==> config.mk <==
export PLATFORM = sky130hd
export DESIGN_NAME = swap_scheduler
export DESIGN_NICKNAME = d
export VERILOG_FILES = /design/src/rtl/swap_scheduler.sv
export SDC_FILE = /design/constraint.sdc
export NUM_CORES = 1
export LEC_CHECK = 0
export ABC_AREA = 0
export BUFFER_PORTS_ARGS = -buffer_cell sky130_fd_sc_hd__buf_2
export CORE_ASPECT_RATIO = 1.2
export CORE_UTILIZATION = 60
export DETAILED_ROUTE_END_ITERATION = 8
export PLACE_DENSITY = 0.93
export SLEW_MARGIN = 20
export SYNTH_ARGS = -nofsm -noshare
export SYNTH_HDL_FRONTEND = slang
export SYNTH_SLANG_ARGS = --single-unit
==> constraint.sdc <==
create_clock -name clock -period 9.1 [get_ports clock]
set_clock_uncertainty 0.15 [all_clocks]
set_input_delay 0.91 -clock clock [delete_from_list [all_inputs] [get_ports clock]]
set_output_delay 0.91 -clock clock [all_outputs]
set_load 0.02 [all_outputs]
==> src/rtl/swap_scheduler.sv <==
// rtl/swap_scheduler.sv - round-robin arbitrated two-phase register bank swap controller
module swap_scheduler #(
  parameter int WIDTH = 16,
  parameter int DEPTH = 4,
  parameter int AW    = 2
) (
  input  logic             clock,
  input  logic             reset,
  input  logic [1:0]       req,
  input  logic [AW-1:0]    addr_a0,
  input  logic [AW-1:0]    addr_b0,
  input  logic [AW-1:0]    addr_a1,
  input  logic [AW-1:0]    addr_b1,
  output logic [1:0]       grant,
  output logic [1:0]       done,
  output logic             busy,
  input  logic             load_en,
  input  logic [AW-1:0]    load_addr,
  input  logic [WIDTH-1:0] load_data,
  input  logic [AW-1:0]    rd_addr,
  output logic [WIDTH-1:0] rd_data
);

  typedef enum logic [2:0] {
    IDLE = 3'd0,
    RD_A = 3'd1,
    RD_B = 3'd2,
    WR_A = 3'd3,
    WR_B = 3'd4,
    FIN  = 3'd5
  } state_t;

  state_t           state;
  state_t           state_next;
  logic [WIDTH-1:0] bank [DEPTH];
  logic [WIDTH-1:0] temp_a;
  logic [WIDTH-1:0] temp_b;
  logic [AW-1:0]    sa;
  logic [AW-1:0]    sb;
  logic             last_owner;
  logic             win;

  always_ff @(posedge clock) begin
    if (reset) state <= IDLE;
    else       state <= state_next;
  end

  always_comb begin
    state_next = state;
    busy       = 1'b1;
    done       = 2'b00;
    // Requester 1 wins alone, or under contention when requester 0 went last.
    win        = req[1] & (~req[0] | ~last_owner);
    case (state)
      IDLE: begin
        busy = 1'b0;
        if (req != 2'b00) state_next = RD_A;
      end
      RD_A: state_next = RD_B;
      RD_B: state_next = WR_A;
      WR_A: state_next = WR_B;
      WR_B: state_next = FIN;
      FIN: begin
        done       = grant;
        state_next = IDLE;
      end
      default: state_next = IDLE;
    endcase
  end

  always_ff @(posedge clock) begin
    if (reset) begin
      for (int i = 0; i < DEPTH; i++) bank[i] <= '0;
      temp_a     <= '0;
      temp_b     <= '0;
      sa         <= '0;
      sb         <= '0;
      grant      <= 2'b00;
      last_owner <= 1'b1;
    end else begin
      case (state)
        IDLE: begin
          if (load_en) bank[load_addr] <= load_data;
          if (req != 2'b00) begin
            sa         <= win ? addr_a1 : addr_a0;
            sb         <= win ? addr_b1 : addr_b0;
            grant      <= win ? 2'b10 : 2'b01;
            last_owner <= win;
          end
        end
        RD_A: temp_a   <= bank[sa];
        RD_B: temp_b   <= bank[sb];
        WR_A: bank[sa] <= temp_b;
        WR_B: bank[sb] <= temp_a;
        FIN:  grant    <= 2'b00;
        default: ;
      endcase
    end
  end

  assign rd_data = bank[rd_addr];

endmodule

# Yosys cells after proc, flatten, opt, wreduce, memory -nomap -nowiden
# Memory sizes are Yosys's and may differ from the RTL's. A register that Yosys moved wholly into a read port is not among the register bits.
# Index checks and enable logic that the tools add are counted.
[classes]
n_eq_ne = 6
n_reduce_logical = 8
bitwise = 4
muxes = 30
[ops]
columns = ["op", "count"]
rows = [
  ["16-bit 2-to-1 mux", 3],
  ["16-bit OR reduction", 3],
  ["1-bit 2-to-1 mux", 16],
  ["2-bit 2-to-1 mux", 8],
  ["3-bit one-hot mux with 5 select lines", 1],
  ["3-bit by 2-bit equality test with 1-bit output (second input constant)", 2],
  ["3-bit equality test (second input constant)", 2],
  ["2-bit one-hot mux with 2 select lines", 1],
  ["2-bit AND reduction", 2],
  ["2-bit nonzero test", 2],
  ["3-bit by 1-bit equality test with 1-bit output (second input constant)", 1],
  ["3-bit zero test", 1],
  ["3-bit 2-to-1 mux", 1],
  ["2-bit inequality test (second input constant)", 1],
  ["1-bit inverter", 2],
  ["1-bit bitwise AND", 1],
  ["1-bit OR", 1],
]
[totals]
ramBits = 64
memories = 1
in_bits = 33
regBits = 10
[memory_table]
columns = ["memory", "words", "width", "rd", "rd_ports_with_merged_regs", "write_ports", "line_no", "rtl"]
rows = [
  ["bank", 4, 16, 3, 2, 4, "35", "logic [WIDTH-1:0] bank [DEPTH];"],
]

# Logic depth before layout (Yosys ltp)
# Gate-level depths: netlist of run 1.
[logic_depth]
word_depth = 8
mapped_depth = 8
mapped_depth_nobuf = 5

# Worst setup path before layout of run 1
# Ideal clock, no wire load.
[synth_path]
path_type = "input port to flip-flop"
start = "input reset"
end = "memory bank[2][0], enable pin"
setup_time_ns = 0.414
stages = 8
path_slack_ns = 5.289
t_arrival_ns = 3.247
cell_sequence = "buf_6 and4bb_1 buf_4 nand2b_2 a22o_1 buf_6 buf_6 o31ai_1"
[synth_rtl]
columns = ["element", "line_no", "rtl"]
rows = [
  ["start: declaration", "8", "input logic reset,"],
  ["end: declaration", "35", ""],
]

==> results of run 1 <==
state kept, by name, summed over array words and instances, names as in the netlist:
register,count
temp_b,16
sa,2
temp_a,16
state,3
last_owner,1
sb,2
bank,64
grant,2
routing by layer:
layer	wire, um	vias up
met2	6820	327
met5	0	-
met3	1380	53
li1	-	1739
met1	4960	1997
met4	464	0
power groups by stage:
stage | clock (mW) | sequential (mW) | combinational (mW)
after global placement | 0 | 0.599 | 0.215
final | 0.292 | 0.596 | 0.229
after global routing | 0.309 | 0.600 | 0.243
after detailed placement | 0 | 0.605 | 0.224
after floorplan | 0 | 0.582 | 0.184
after CTS | 0.286 | 0.594 | 0.225
final cells by class:
type	count	area [sq um]	area share [%]
Sequential cell	106	2760	47.5
Multi-Input combinational cell	267	2330	40.1
Timing Repair Buffer	60	318	5.46
Tap cell	117	146	2.51
Clock buffer	10	128	2.19
Inverter	18	67.6	1.16
Clock inverter	6	65.1	1.12
per-stage QoR:
stage                     std cells  util (%)  setup slack (ns)  hold slack [ns]  cell area, sq um
after floorplan                 436         -              5.29            0.286              5410
after global placement          568      65.0              5.19            0.291              5630
after detailed placement        568      65.0              5.04            0.296              5630
after CTS                       584      67.2              5.42            0.310              5820
after global routing            584      67.2              5.20            0.330              5820
final                           584      67.2              5.35            0.313              5820
logic make-up after synthesis:
family	count (synthesis)	synth area share, %
flip-flops	106	51.1
AND/OR/NAND/NOR	143	12.7
XOR/XNOR	1	0.162
buffers and inverters	63	6.01
multiplexers	52	20.7
AO/OA/AOI/OAI	71	9.37
worst max-delay path, cell delays in order:
cell and delay [ns]:
buf_2 0.62, inv_2 0.21, and3_1 0.50, a22oi_2 0.92, nor3_2 0.26, buf_4 0.28
final timing paths:
kind	end	from	cells past startpoint
worst max-delay path	bank[3][11]	reset	6
worst min-delay path	temp_a[3]	temp_a[3]	2
worst max register to register	bank[3][11]	state[2]	4
worst min register to register	temp_a[3]	temp_a[3]	2
cells in the final DEF, fill, tap and decap left out, drive strengths merged, types with 2 or more instances in the layout:
cell	Yosys	final
nor2b	4	4
o211a	2	2
edfxtp	64	64
nor4	17	17
o21ai	6	6
nor3	35	35
dfxtp	42	42
a21boi	2	2
mux4	48	48
a21oi	34	34
buf	28	60
nand2b	2	2
a222oi	16	16
clkbuf	17	10
and2	2	2
nor2	8	8
a211oi	4	4
and3	5	5
mux2i	4	4
nand2	67	67
inv	18	20
clkinvlp	0	3
==> results.txt, run 1 <==
Status - complete, no violations
P_leak - 2.10 nW
Period minus WS final - 3.75 ns
Area of the die - 9400 sq um
Die span in x - 88.7 um
Crit end category - register
Num Clock Sinks - 106
Worst vdd ir - 0.0815 mV
Net Sw Frac - 30.3%
R2r setup slk - 5.81 ns
Gr usage total - 30.8%
Worst skew pair latency - 0.37 ns
Slew Viols, Final - 0
CTS clock-pin slew for the worst setup and hold paths - 0.10 ns
CP Max Fanout - 43
H-tree depth - 3
Top Usage Layer GRT - met2
Filler Cell Count - 581
Number of routed nets with antenna violations - 0
Ant. Diodes - 0
Yosys reg bits - 106
CTS buffer count - 9
Antenna violations before repair - 0
Routed Wire Length - 13,600 um
Mapped cell area - 5410 sq um
Via count - 4,116
I/O pin count - 54
Psw - 0.338 mW
Synth top cells by count - nand2_1, edfxtp_1, mux4_2, dfxtp_1
Met1 Track Usage GR - 41.9%
Die height - 106 um
Synth Flop Type - edfxtp_1
CTS Buffer Depth - 2
Top cells by area, synth - edfxtp_1, mux4_2, dfxtp_1
Flop pwr share - 53.4%
Vias in the first global route - 3,919
Yosys top cell area share - 35.5%
Cell internal pwr - 0.778 mW
HP Class - register to register
Post-CTS resize count - 0
Critical Path Source Type - input pin
Syn Nets - 469
Hold Violations, Final - 0
TritonCTS clock tree - done
Final count of negative-setup-slack endpoints - 0
Vias per cell - 7.05
Worst Max-Slew Pin Slew - 1.10 ns
RD Place Congestion - 0.815
Post-DP HPWL - 9130 um
Register area share after synthesis - 51.1%
Post-synth EDFFs - 64
Pwr Density - 192 nW/um^2
Row count - 37
Post-CTS Setup Repair Bufs - 0
Core area - 8660 sq um
Clk pwr share - 26.1%
First-pass GRT wire length - 21,200 um
Synth warn - 0
IO Port Bufs - 53
Total design power - 1.12 mW
Synth area leader - edfxtp_1
Grt ovf - 0
Final setup TNS - 0 ns
Drt first pass iters - 8
Largest net degree at the start of global routing - 44
Slew headroom - 26.8%
Starting Density - 62.5%
FMAX - 267 MHz
DR iter-0 viols - 612
Logic gate share of total power - 20.5%
Fraction of layout cells with a size suffix above 1 - 28.9%
Max capacitance violation total - 0
Root Driver - clkbuf_8
P&R area growth vs syn - 7.61%
Crit Path Class - input pin to register
Async S/R FF share, synth - 0%
RSZ-0062 raised after global routing - false
Met2 global-route usage - 48.4%
Critical path required time - 9.08 ns
Gate count after technology mapping - 436
Syn avg cell area - 12.4 sq um
Final net count - 495
Quantity of hold-fixing buffers added after cts - 0
DRC Markers - 0
Number of distinct library cells after synthesis - 42
Most common cell in the netlist - nand2_1
WL/cell - 23.3 um
M3 GR Usage - 5.90%
CP arrival - 3.73 ns
Tcrit/Tclk final - 41.2%
No activity file was read; power rests on OpenSTA's default activity.
==> run 2: changes to the inputs <==
- CORE_UTILIZATION: 60 -> 59
- PLACE_DENSITY: 0.93 -> 0.92
- clock period: 9.1 -> 3.9 ns (I/O delays scaled with it)
==> run 2 against run 1 <==
Count of clock-buffer cells in the layout increased by 2. Critical path type is now register to register. Via count increased by 4.0%. Global-route usage up 2.0 points. Critical endpoint is now bank[2][13]. Largest power group unchanged. Worst hold slack lost 0.12 ns. Highest routed layer unchanged.
==> results.txt, run 2 (synthesis gave the netlist of run 1 again) <==
Hold Violations, Final - 0
Worst skew pair latency - 0.37 ns
RSZ-0062 raised after global routing - false
Post-CTS resize count - 0
Gr usage total - 32.8%
IO Port Bufs - 53
Crit end category - register
Post-CTS Setup Repair Bufs - 0
Quantity of hold-fixing buffers added after cts - 0
Fraction of layout cells with a size suffix above 1 - 28.8%
Design Area, Final - 5880 sq um
DRC Markers - 0
WL met1 - 4840 um
Number of routed nets with antenna violations - 0
HP Class - input pin to register
Critical path required time - 3.81 ns
Worst vdd ir - 0.213 mV
Routed Wire Length - 14,600 um
TritonCTS clock tree - done
Core area - 8750 sq um
CTS Buffer Depth - 2
Slew Viols, Final - 0
CTS buffer count - 9
Num Clock Sinks - 106
Met2 wire len - 7070 um
H-tree depth - 3
Largest register FFs - 64
Uppermost layer routed - met4
Period minus WS final - 3.12 ns
Post-Layout Cell Count - 590
Drt first pass iters - 5
Pwr Density - 456 nW/um^2
Die span in x - 89.4 um
Commonest non-fill, non-tap cell in the layout - nand2_1
Largest net degree at the start of global routing - 24
Area after DPL - 5670 sq um
Vias in the first global route - 4,138
Slowest-stage cell, CP - and4bb_1
Root Driver - clkbuf_8
CP Max Fanout - 19
Critical Path Source Type - register
Hold Slack - 0.194 ns
Grt ovf - 0
Vias per cell - 7.25
FMAX - 321 MHz
Final net count - 501
Slew headroom - 34.3%
DR iter-0 viols - 723
Status - complete, no violations
Max capacitance violation total - 0
R2r setup slk - 0.78 ns
Area of the die - 9560 sq um
CP arrival - 3.03 ns
Largest stage delay, worst path - 0.86 ns
Tcrit/Tclk final - 79.9%
Top flop regs - bank (64), temp_a (16), temp_b (16)
Die height - 107 um
Final setup TNS - 0 ns
CTS clock-pin slew for the worst setup and hold paths - 0.10 ns
Final count of negative-setup-slack endpoints - 0
Worst Max-Slew Pin Slew - 0.984 ns
Largest Register - bank
First-pass GRT wire length - 22,300 um
Commonest non-fill, non-tap cells in the layout - nand2_1, edfxtp_1, buf_2
Post-layout util - 67.2%
Met3 Routed Length - 1880 um
WL/cell - 24.7 um
Row count - 37
I/O pin count - 54
Ant. Diodes - 0
Starting Density - 61.8%
Placed Instances - 574
Filler Cell Count - 573
Antenna violations before repair - 0
P&R area growth vs syn - 8.60%
Crit Path Class - register to register
P_leak - 2.14 nW
Via count - 4,279
Worst path cell trace - and4bb_1, nand2b_2, a22o_1, o31ai_2, buf_4
Post-DP HPWL - 9440 um
RD Place Congestion - 0.862
## run 2: changes by cell type in the layout (fill, tap and decap cells not counted), moves of 2 or more
cell,delta
clkbuf_1,+2
clkinvlp_2,-2
buf_4,+6
inv_6,-2
## run 2: path summary, 6_finish.rpt
| path | from | endpoint | cells after the start |
|---|---|---|---|
| worst max-delay path | state[2] | bank[2][13] | 5 |
| worst min register to register | temp_b[12] | temp_b[12] | 2 |
| worst min-delay path | req[1] | last_owner | 3 |
| worst max register to register | state[2] | bank[2][13] | 5 |
## run 2: critical path, delay by kind of cell, from the launching register on
family	cells	cell delay, ns
AOI/OAI and AO/OA	2	0.87
DFF	1	0.48
and+or+nand+nor	2	1.00
buffers and inverters	1	0.30
## run 2: layer usage
layer  up-vias  GRT usage, %
met1      2013          41.6
met2       432          51.7
met5         -             0
li1       1747             -
met3        87          7.47
met4         0          18.0
## run 2: area by class of cell
type | instances | area (sq um) | area share (%)
clock inverters | 4 | 68.8 | 1.17
flip-flops and latches | 106 | 2760 | 47.0
well taps | 117 | 146 | 2.49
repair buffers | 66 | 363 | 6.18
multi-input cells | 267 | 2330 | 39.7
clock buffers | 12 | 135 | 2.30
inverters | 18 | 67.6 | 1.15
## run 2: metrics by stage
step	total power [mW]	setup slack, ns
6_report	2.68	0.783
2_1_floorplan	1.79	0.609
4_1_cts	2.65	0.850
3_5_place_dp	1.95	0.738
5_1_grt	2.76	0.633
3_3_place_gp	1.91	0.860
## run 2: power breakdown
part           internal (mW)  switching (mW)
Clock                  0.360           0.370
Sequential              1.29          0.0956
Combinational          0.231           0.329
